<file path="config.mk">
export PLATFORM = sky130hd
export DESIGN_NAME = fa_factorial_ctrl
export DESIGN_NICKNAME = d
export VERILOG_FILES = /design/src/rtl/fa_factorial_ctrl.sv
export SDC_FILE = /design/constraint.sdc
export NUM_CORES = 1
export LEC_CHECK = 0
export BUFFER_PORTS_ARGS = -buffer_cell sky130_fd_sc_hd__buf_4
export CELL_PAD_IN_SITES_DETAIL_PLACEMENT = 2
export CELL_PAD_IN_SITES_GLOBAL_PLACEMENT = 2
export CORE_MARGIN = 5
export CORE_UTILIZATION = 31
export CTS_CLUSTER_DIAMETER = 100
export DETAILED_ROUTE_END_ITERATION = 8
export HOLD_SLACK_MARGIN = 0.02
export PLACE_DENSITY_LB_ADDON = 0.12
export SKIP_CTS_REPAIR_TIMING = 1
export SYNTH_ARGS = -nofsm -noshare
export SYNTH_HDL_FRONTEND = slang
export SYNTH_SLANG_ARGS = --single-unit
</file>
<file path="constraint.sdc">
create_clock -name clk -period 2.6 [get_ports clk]
set_input_delay 0.78 -clock clk [delete_from_list [all_inputs] [get_ports clk]]
set_output_delay 0.78 -clock clk [all_outputs]
set_load 0.02 [all_outputs]
</file>
<file path="src/rtl/fa_factorial_ctrl.sv">
// -----------------------------------------------------------------------------
// fa_factorial_ctrl
//
// Sequencing controller that computes n! by stepping a shared 32-bit
// combinational ALU through a multiply / decrement / compare loop. The
// controller owns the ALU operand and opcode inputs. It captures the ALU
// result into its accumulator (acc) and counter (cnt) registers.
//
// Ports:
//   clk          in   1   system clock, rising-edge active
//   rst_n        in   1   asynchronous active-low reset
//   start        in   1   run request, accepted only in IDLE
//   n_in         in   5   operand n (0..31), latched when start is accepted
//   busy         out  1   high whenever the FSM is outside IDLE
//   done         out  1   one-cycle pulse while in DONE
//   result       out  32  n! mod 2^32, held until the next accepted start
//   overflow     out  1   latched (n_in > 12): true n! does not fit 32 bits
//   alu_a        out  32  ALU operand a
//   alu_b        out  32  ALU operand b
//   alu_op       out  3   ALU opcode (000 add, 001 sub, 010 mul)
//   alu_result   in   32  ALU combinational result
//   alu_is_zero  in   1   ALU equality flag (a == b)
//
// Latency from the accepting IDLE cycle to done is 3*max(n-1,0)+1 cycles.
// -----------------------------------------------------------------------------
module fa_factorial_ctrl (
    input  logic        clk,
    input  logic        rst_n,
    input  logic        start,
    input  logic [4:0]  n_in,
    output logic        busy,
    output logic        done,
    output logic [31:0] result,
    output logic        overflow,
    output logic [31:0] alu_a,
    output logic [31:0] alu_b,
    output logic [2:0]  alu_op,
    input  logic [31:0] alu_result,
    input  logic        alu_is_zero
);

    // Only these three opcodes are ever issued.
    localparam logic [2:0] OP_ADD = 3'b000;
    localparam logic [2:0] OP_SUB = 3'b001;
    localparam logic [2:0] OP_MUL = 3'b010;

    // Largest n whose factorial still fits in 32 bits.
    localparam logic [4:0] N_MAX_EXACT = 5'd12;

    typedef enum logic [2:0] {
        ST_IDLE  = 3'd0,
        ST_MUL   = 3'd1,
        ST_DEC   = 3'd2,
        ST_CHECK = 3'd3,
        ST_DONE  = 3'd4
    } state_t;

    state_t      state_q,    state_d;
    logic [31:0] acc_q,      acc_d;
    logic [31:0] cnt_q,      cnt_d;
    logic [31:0] result_q,   result_d;
    logic        overflow_q, overflow_d;

    // State and datapath registers, all cleared by the asynchronous reset.
    always_ff @(posedge clk or negedge rst_n) begin
        if (!rst_n) begin
            state_q    <= ST_IDLE;
            acc_q      <= 32'd0;
            cnt_q      <= 32'd0;
            result_q   <= 32'd0;
            overflow_q <= 1'b0;
        end else begin
            state_q    <= state_d;
            acc_q      <= acc_d;
            cnt_q      <= cnt_d;
            result_q   <= result_d;
            overflow_q <= overflow_d;
        end
    end

    // Next-state, register updates and ALU drive for each state.
    always_comb begin
        state_d    = state_q;
        acc_d      = acc_q;
        cnt_d      = cnt_q;
        result_d   = result_q;
        overflow_d = overflow_q;
        alu_a      = 32'd0;
        alu_b      = 32'd0;
        alu_op     = OP_ADD;

        case (state_q)
            ST_IDLE: begin
                if (start) begin
                    cnt_d      = {27'd0, n_in};
                    acc_d      = 32'd1;
                    overflow_d = (n_in > N_MAX_EXACT);
                    // 0! and 1! need no loop at all.
                    if (n_in <= 5'd1) begin
                        result_d = 32'd1;
                        state_d  = ST_DONE;
                    end else begin
                        state_d  = ST_MUL;
                    end
                end else begin
                    state_d = ST_IDLE;
                end
            end

            ST_MUL: begin
                alu_a   = acc_q;
                alu_b   = cnt_q;
                alu_op  = OP_MUL;
                acc_d   = alu_result;
                state_d = ST_DEC;
            end

            ST_DEC: begin
                alu_a   = cnt_q;
                alu_b   = 32'd1;
                alu_op  = OP_SUB;
                cnt_d   = alu_result;
                state_d = ST_CHECK;
            end

            ST_CHECK: begin
                // The add result is not used; only the a==b flag matters here.
                alu_a  = cnt_q;
                alu_b  = 32'd1;
                alu_op = OP_ADD;
                if (alu_is_zero) begin
                    result_d = acc_q;
                    state_d  = ST_DONE;
                end else begin
                    state_d  = ST_MUL;
                end
            end

            ST_DONE: begin
                // start is deliberately not looked at here.
                state_d = ST_IDLE;
            end

            default: begin
                state_d = ST_IDLE;
            end
        endcase
    end

    // Status outputs decode straight from the state register.
    always_comb begin
        busy = (state_q != ST_IDLE);
        done = (state_q == ST_DONE);
    end

    assign result   = result_q;
    assign overflow = overflow_q;

endmodule
</file>
=== After elaboration in Yosys (flattened, before gate mapping) ===
Cells that the tools add are included.

* Order comparisons: 2
* Equal/unequal tests: 7
* Muxes and demuxes: 15
* Reduce and logical (&&, ||, !) cells: 10

{| class="wikitable"
|+ Operators by type and width
! kind !! number
|-
| case mux 32 bit (2 select lines) || 5
|-
| 2-to-1 mux 32 bit || 5
|-
| case mux 3 bit (4 select lines) || 1
|-
| 2-to-1 mux 3 bit || 3
|-
| == test 3 x 2 -> 1 bit (second input constant) || 2
|-
| inequality test 2 bit (second input constant) || 3
|-
| AND reduction 2 bit || 3
|-
| nonzero test 2 bit || 3
|-
| greater-than comparator 5 x 4 -> 1 bit (second input constant) || 1
|-
| less-or-equal comparator 5 x 1 -> 1 bit (second input constant) || 1
|-
| case mux 2 bit (2 select lines) || 1
|-
| AND reduction 4 bit || 1
|-
| == test 3 x 1 -> 1 bit (second input constant) || 1
|-
| == test 3 bit (second input constant) || 1
|-
| zero test 3 bit || 1
|-
| nonzero test 3 bit || 1
|-
| OR reduction 2 bit || 1
|}

* Register bits after elaboration: 100
* Input port bits: 41
* Output and inout bits: 102
* Word-level logic and storage cells: 39

=== Longest topological paths before layout ===
Gate-level depths: netlist of the first run.

* Word-level depth: 4
* Depth in mapped cells: 7
* Mapped depth without buffers: 3

=== Worst setup path before layout of the first run ===
Ideal clock, no wire load.

* Path type: flip-flop to output port
* From: register state_q[2]
* To: output port alu_a[10]
* Data arrival time: 1.520 ns
* Data required time: 1.820 ns
* Setup slack: 0.300 ns
* Cell stages (with the launch flop): 8
* Path through: dfrtp_1 > buf_2 > nor2_1 > and2_1 > buf_2 > buf_4 > buf_4 > a22o_1

* Longest elaborated chain between the ends: 3

{| class="wikitable"
|+ RTL lines
! item !! RTL line !! RTL
|-
| start: declaration || 58 || <nowiki>state_t state_q, state_d;</nowiki>
|-
| start signal: assignment || 73 || <nowiki>state_q <= state_d;</nowiki>
|-
| == test 3 x 2 -> 1 bit || 92 || <nowiki>case (state_q)</nowiki>
|-
| OR reduction 2 bit (no source line) || - ||
|-
| case mux 32 bit (2 select lines) (*) || 92 ||
|-
| end: declaration || 35 || <nowiki>output logic [31:0] alu_a,</nowiki>
|}

Mark *: on every way between the ends. The rest lies on a longest branch, timed or not.

=== Worst setup path in the final report of the first run ===
* From: register state_q[1]
* To: output port alu_b[11]

* Longest elaborated chain between the ends: 3

{| class="wikitable"
|+ RTL lines
! item !! RTL line !! RTL
|-
| == test 3 x 2 -> 1 bit || 92 ||
|-
| OR reduction 2 bit (no source line) || - ||
|-
| case mux 32 bit (2 select lines) (*) || 92 ||
|-
| end: declaration || 36 || <nowiki>output logic [31:0] alu_b,</nowiki>
|}

Marks and branches as above.

==> results of run 1 <==
[cell type report]
| type | count | area (sq um) |
|---|---|---|
| clock buffer | 13 | 270.3 |
| clock inverter | 3 | 43.79 |
| fill | 1456 | 7762 |
| inverter | 5 | 18.77 |
| multi-input combinational | 254 | 1668 |
| sequential | 100 | 2505 |
| tap | 180 | 225.2 |
| timing repair buffer | 167 | 1334 |
[power by group]
group | switching [mW] | total (mW) | internal [mW]
Clock | 0.596 | 1.42 | 0.827
Sequential | 0.555 | 2.78 | 2.22
Combinational | 2.60 | 4.57 | 1.97
[Yosys cell counts, drive strengths merged]
library cell,number,area (sq um)
a221o,1,10.01
buf,20,118.9
o21ai,34,170.2
nand4b,1,8.760
and2,2,12.51
inv,5,18.77
a221oi,5,43.79
dfrtp,100,2502
or3,1,6.260
nor3b,3,27.52
a31oi,1,6.260
nor2,3,13.77
nand2,65,244.0
and4b,1,10.01
nor2b,1,6.260
conb,1,3.750
a21oi,7,35.03
a22o,90,788.3
nor4b,1,15.01
or2,3,18.77
a21o,1,7.510
and3,31,193.9
nor4,1,6.260
clkbuf,22,82.58
or4b,1,10.01
[metal layers]
metal  global-route usage (%)  share of wire, %  wire length, microns  vias to the layer above
met4                    3.768              0.79                   132                        0
met1                    27.01                44                  7384                     2020
met3                    4.774               5.3                   879                       11
met2                    33.25                50                  8266                      104
met5                        0                 0                     0                        -
li1                         -                 -                     -                     1731
[through the flow]
stage               hold WS (ps)  worst slack [ps]  power, mW  TNS (ps)  utilization (%)
finish                     445.6             69.26      8.770         0            43.86
global route               485.0             19.07      9.274         0            43.86
CTS                        454.0            -56.86      8.753    -519.6            43.51
detailed placement         499.7             315.1      7.270         0            41.24
global placement           481.0             356.3      7.147         0            41.24
floorplan                  473.1             300.5      5.229         0                -
[registers in the layout, indices dropped and copies added, names as in the netlist]
signal and cells:
cnt_q 32, acc_q 32, overflow 1, result 32, state_q 3
[kinds of logic (layout without fill, tap and decap cells)]
group,after synthesis,after routing,share of synthesized area (%)
other,1,1,0.08600
buffers and inverters,47,188,5.050
and+or+nand+nor,114,114,13.14
DFF,100,100,57.39
AOI/OAI and AO/OA,139,139,24.33
[worst min-delay path by stage]
stage	slack, ps	start	endpoint
floorplan	470	acc_q[16]$_DFFE_PN0P_	result[16]$_DFFE_PN0P_
global placement	480	overflow$_DFFE_PN0P_	overflow$_DFFE_PN0P_
detailed placement	500	overflow$_DFFE_PN0P_	overflow$_DFFE_PN0P_
CTS	450	rst_n	result[10]$_DFFE_PN0P_
global route	480	rst_n	result[16]$_DFFE_PN0P_
finish	450	rst_n	cnt_q[10]$_DFFE_PN0P_
==> out/results.tsv, run 1 <==
metric	value	unit
register bit count reported by yosys	100	
IO Count	143	
CTS buffer count	9	
WL per Instance	23.08	microns
Max Clk Rate	395.1	MHz
first-pass GRT wire length	25820	microns
clk_lat worst skew	350	ps
DP Cell Count	704	
design area	0.006065	sq mm
most used cell, CP	buf_4	
commonest cells after routing, fill and taps aside	buf_4 (161), dfrtp_1 (98), a22o_1 (90)	
drt drc	0	
Slew Viols, Final	0	
fin crit period	2531	ps
period utilisation layout	97.34	%
final RePlAce weighted congestion	0.7679	
most common cell after layout, fill and taps aside	buf_4	
Core Box Area	0.01383	sq mm
HP Class	input port to asynchronous set/reset pin	
origin of the critical flop-to-flop path	state_q[0]$_DFF_PN0_	
CTS sink cnt	100	
vias after detailed routing	3866	
Synth Warn #	0	
Setup CP Type	flop to output port	
status	complete, no violations	
Avg Cell Area, Syn	10.87	sq um
CP top delay family	buffers and inverters	
Worst Skew	5.769	ps
Synth cell types	30	
drt first pass iters	4	
initial antenna violation count	0	
CP endpoint	alu_b[11]	
largest net degree at the start of global routing	49	
register-to-register setup slack	650	ps
grt total ovfl	0	
H-tree depth	3	
worst-path maximum fanout	32	
Bufs and invs on worst path	2	
Worst R2R End	cnt_q[2]$_DFFE_PN0P_	
Worst EP required	1820	ps
CTS max path bufs	2	
DRT antenna net count	0	
slowest cell delay on critical path	460	ps
critical path's slowest cell	dfrtp_1	
Starting Density	31.54	%
Die Width	128.6	microns
share of layout cells above drive strength 1	35.79	%
Cells after Synth	401	
Crit path depth	4	
GRT Overall Usage	20.01	%
CTS tree	built	
DR vias/cell	5.355	
post-DP HPWL	11070	microns
Post-Layout Cell Count	722	
CP Launch Point	state_q[1]$_DFF_PN0_	
Rel. slew slack	56.65	%
WL final	16660	microns
row count	43	
die area	0.01654	sq mm
post-synthesis sequential area ratio	57.39	%
post-place instance area	0.005702	sq mm
total count of hold-check failures in the final report	0	
peak supply drop	0.4941	mV
number of port buffers	141	
final setup vio count	0	
1st-iter DRT viols	210	
Final #Nets	578	
Setup crit start kind	flop	
Max Cap Viol	0	
Worst Reg2Reg Path Length in Cells	4	
pin slew with the least headroom to its limit	648.8	ps
Mapped Area	0.004360	sq mm
number of global-route vias before repair	4323	
Worst Path Arrival	1750	ps
clock root buffer	clkbuf_16	
Worst-path clk slew	70	ps
power per standard cell area	1446	mW/mm^2
element type at the critical path end	output port	
leakage power total	3.103	nW
chip height	128.6	microns
RSZ-0062 raised after global routing	false	
critical-path cell list	nor2_2 -> buf_4 -> and3_1 -> buf_4	
Area growth, synth to finish	39.08	%
n_diodes	0	
Syn Nets	442	
No activity file was read; power rests on OpenSTA's default activity.
==> run 2: changes to the inputs <==
Settings changed: ABC_AREA set to 1, CORE_UTILIZATION 31 to 29.
==> out/results.tsv, run 2 <==
metric	value	unit	change
top post-synthesis cells by area	dfrtp_1 (55%), o22ai_1 (12%), inv_1 (8.5%)		
CTS sink cnt	100		unchanged
drt first pass iters	4		unchanged
IO Count	143		unchanged
share of layout cells above drive strength 1	25.92	%	-9.9 points
Starting Density	29.63	%	-1.9 points
row count	45		+4.7%
WL final	17020	microns	+2.1%
origin of the critical flop-to-flop path	state_q[0]$_DFF_PN0_		
Post-Layout Cell Count	894		+24%
met3 WL	632	microns	-28%
commonest cells after routing, fill and taps aside	buf_4 (152), inv_1 (102), dfrtp_1 (100)		
power per standard cell area	1356	mW/mm^2	-6.2%
Worst Skew	6.934	ps	+1.165 ps
largest net degree at the start of global routing	48		-2.0%
worst-path maximum fanout	40		+25%
period utilisation layout	97.69	%	+0.36 points
chip height	134.9	microns	+4.9%
most instantiated cells after synthesis	inv_1 (102), dfrtp_1 (100), nand2_1 (98)		
fraction of registers with async set/reset	100.0	%	unchanged
DP Cell Count	877		+25%
most common cell after layout, fill and taps aside	buf_4		
cell taking the most area after synthesis	dfrtp_1		
grt total ovfl	0		unchanged
final worst setup slack	60.02	ps	-9.242 ps
Post-Route M1 WL	7012	microns	-5.0%
Syn Nets	588		+33%
Worst Reg2Reg Path Length in Cells	7		+3
number of port buffers	141		unchanged
first-pass GRT wire length	26540	microns	+2.8%
1st-iter DRT viols	155		-26%
n_diodes	0		unchanged
final setup vio count	0		unchanged
fin crit period	2540	ps	+9.242 ps
HP Class	input port to asynchronous set/reset pin		
Setup crit start kind	flop		
CTS tree	built		
CTS max path bufs	2		unchanged
drt drc	0		unchanged
Setup CP Type	flop to output port		
Core Box Area	0.01526	sq mm	+10%
element type at the critical path end	output port		
Synth Warn #	0		unchanged
vias after detailed routing	4373		+13%
leakage power total	3.289	nW	+6.0%
Max Cap Viol	0		unchanged
Max Clk Rate	393.7	MHz	-0.36%
total count of hold-check failures in the final report	0		unchanged
Worst-path clk slew	70	ps	about the same
DP Worst Slack	244.1	ps	-71.02 ps
WL per Instance	19.04	microns	-18%
Top Layer Used	met4		
Synth cell types	18		-40%
most common flop cell mapped by yosys	dfrtp_1		
Rel. slew slack	54.16	%	-2.5 points
number of global-route vias before repair	5011		+16%
setup TNS	0	ps	unchanged
pin slew with the least headroom to its limit	686.6	ps	+37.83 ps
cell with the most instances after synthesis	inv_1		
die area	0.01818	sq mm	+10%
clock root buffer	clkbuf_16		
Die Width	134.9	microns	+4.9%
Avg Cell Area, Syn	8.264	sq um	-24%
Mapped Area	0.004521	sq mm	+3.7%
peak supply drop	0.5311	mV	+7.5%
DRT antenna net count	0		unchanged
Post-synth EDFFs	0		unchanged
DR vias/cell	4.891		-8.6%
Cells after Synth	547		+36%
register bit count reported by yosys	100		unchanged
met2 WL post-DR	9037	microns	+9.3%
Worst Path Arrival	1760	ps	about the same
Final #Nets	720		+25%
post-synth top area share	55.36	%	-2.0 points
register-to-register setup slack	590	ps	-60 ps
post-DP HPWL	11650	microns	+5.3%
Area growth, synth to finish	36.15	%	
RSZ-0062 raised after global routing	true		
H-tree depth	3		unchanged
GRT Overall Usage	18.58	%	-1.4 points
final RePlAce weighted congestion	0.7626		-0.69%
clk_lat worst skew	350	ps	about the same
post-synthesis sequential area ratio	55.36	%	-2.0 points
initial antenna violation count	0		unchanged
status	complete, no violations		
Slew Viols, Final	0		unchanged
Worst EP required	1820	ps	about the same
Worst R2R End	cnt_q[3]$_DFFE_PN0P_		
CTS buffer count	9		unchanged
==> run 2: cell count changes after synthesis, moves of 8 or more <==
cell	change
o22ai_1	+90
clkbuf_1	-8
o21ai_1	-32
nand2_1	+33
nor2_1	+67
and3_1	-31
inv_1	+97
a22o_1	-90
nand3_1	+33
==> run 2: logic make-up after synthesis <==
logic type,count (synthesis),share of synthesized area [%]
buffers and inverters,140,12.46
other,1,0.08295
AND/OR/NAND/NOR,205,18.29
flip-flops,100,55.36
AO/OA/AOI/OAI,101,13.81
==> run 2: layout make-up <==
type                            count  area, sq um
Fill cell                        1703         9104
Timing Repair Buffer              156         1212
Tap cell                          211        264.0
Inverter                          104        390.4
Clock buffer                       13        250.2
Clock inverter                      2        35.03
Sequential cell                   100         2502
Multi-Input combinational cell    308         1500
==> run 2: layer usage <==
layer	vias up	track usage [%]
met5	-	0
met2	98	34.30
met3	24	3.130
met4	0	6.618
met1	2243	21.59
li1	2008	-
==> run 2: worst max-delay path, stage by stage, from the launching register on <==
cell     delay, ps
dfrtp_1        460
nor2_4         210
nand2_8        150
buf_12         220
o22ai_1        180
buf_4          180
==> run 2: where the power goes <==
part           switching, mW  leakage (nW)  total [mW]  internal (mW)
Combinational           2.92          1.84        4.49           1.57
Clock                  0.578         0.140        1.35          0.768
Sequential             0.317          1.31        2.51           2.19
Total                   3.81          3.29        8.35           4.53
==> run 2: per-stage QoR <==
| step | hold WS (ps) | util (%) | cell area [sq um] | total power [mW] |
|---|---|---|---|---|
| 2_1_floorplan | 448.8 | - | 4521 | 5.045 |
| 3_3_place_gp | 470.3 | 38.20 | 5828 | 6.821 |
| 3_5_place_dp | 475.4 | 38.20 | 5828 | 6.991 |
| 4_1_cts | 396.2 | 40.07 | 6113 | 8.384 |
| 5_1_grt | 414.6 | 40.34 | 6155 | 8.900 |
| 6_report | 377.8 | 40.34 | 6155 | 8.347 |
==> run 2: worst max path at each step <==
stage | slack [ps] | cells after the start | start | to
detailed placement | 240 | 5 | state_q[1]$_DFF_PN0_ | alu_a[8]
global placement | 360 | 5 | state_q[2]$_DFF_PN0_ | alu_a[20]
global route | -4 | 5 | state_q[2]$_DFF_PN0_ | alu_a[20]
finish | 60 | 5 | state_q[1]$_DFF_PN0_ | alu_a[29]
floorplan | 460 | 4 | state_q[1]$_DFF_PN0_ | alu_b[0]
CTS | -140 | 5 | state_q[1]$_DFF_PN0_ | alu_a[8]
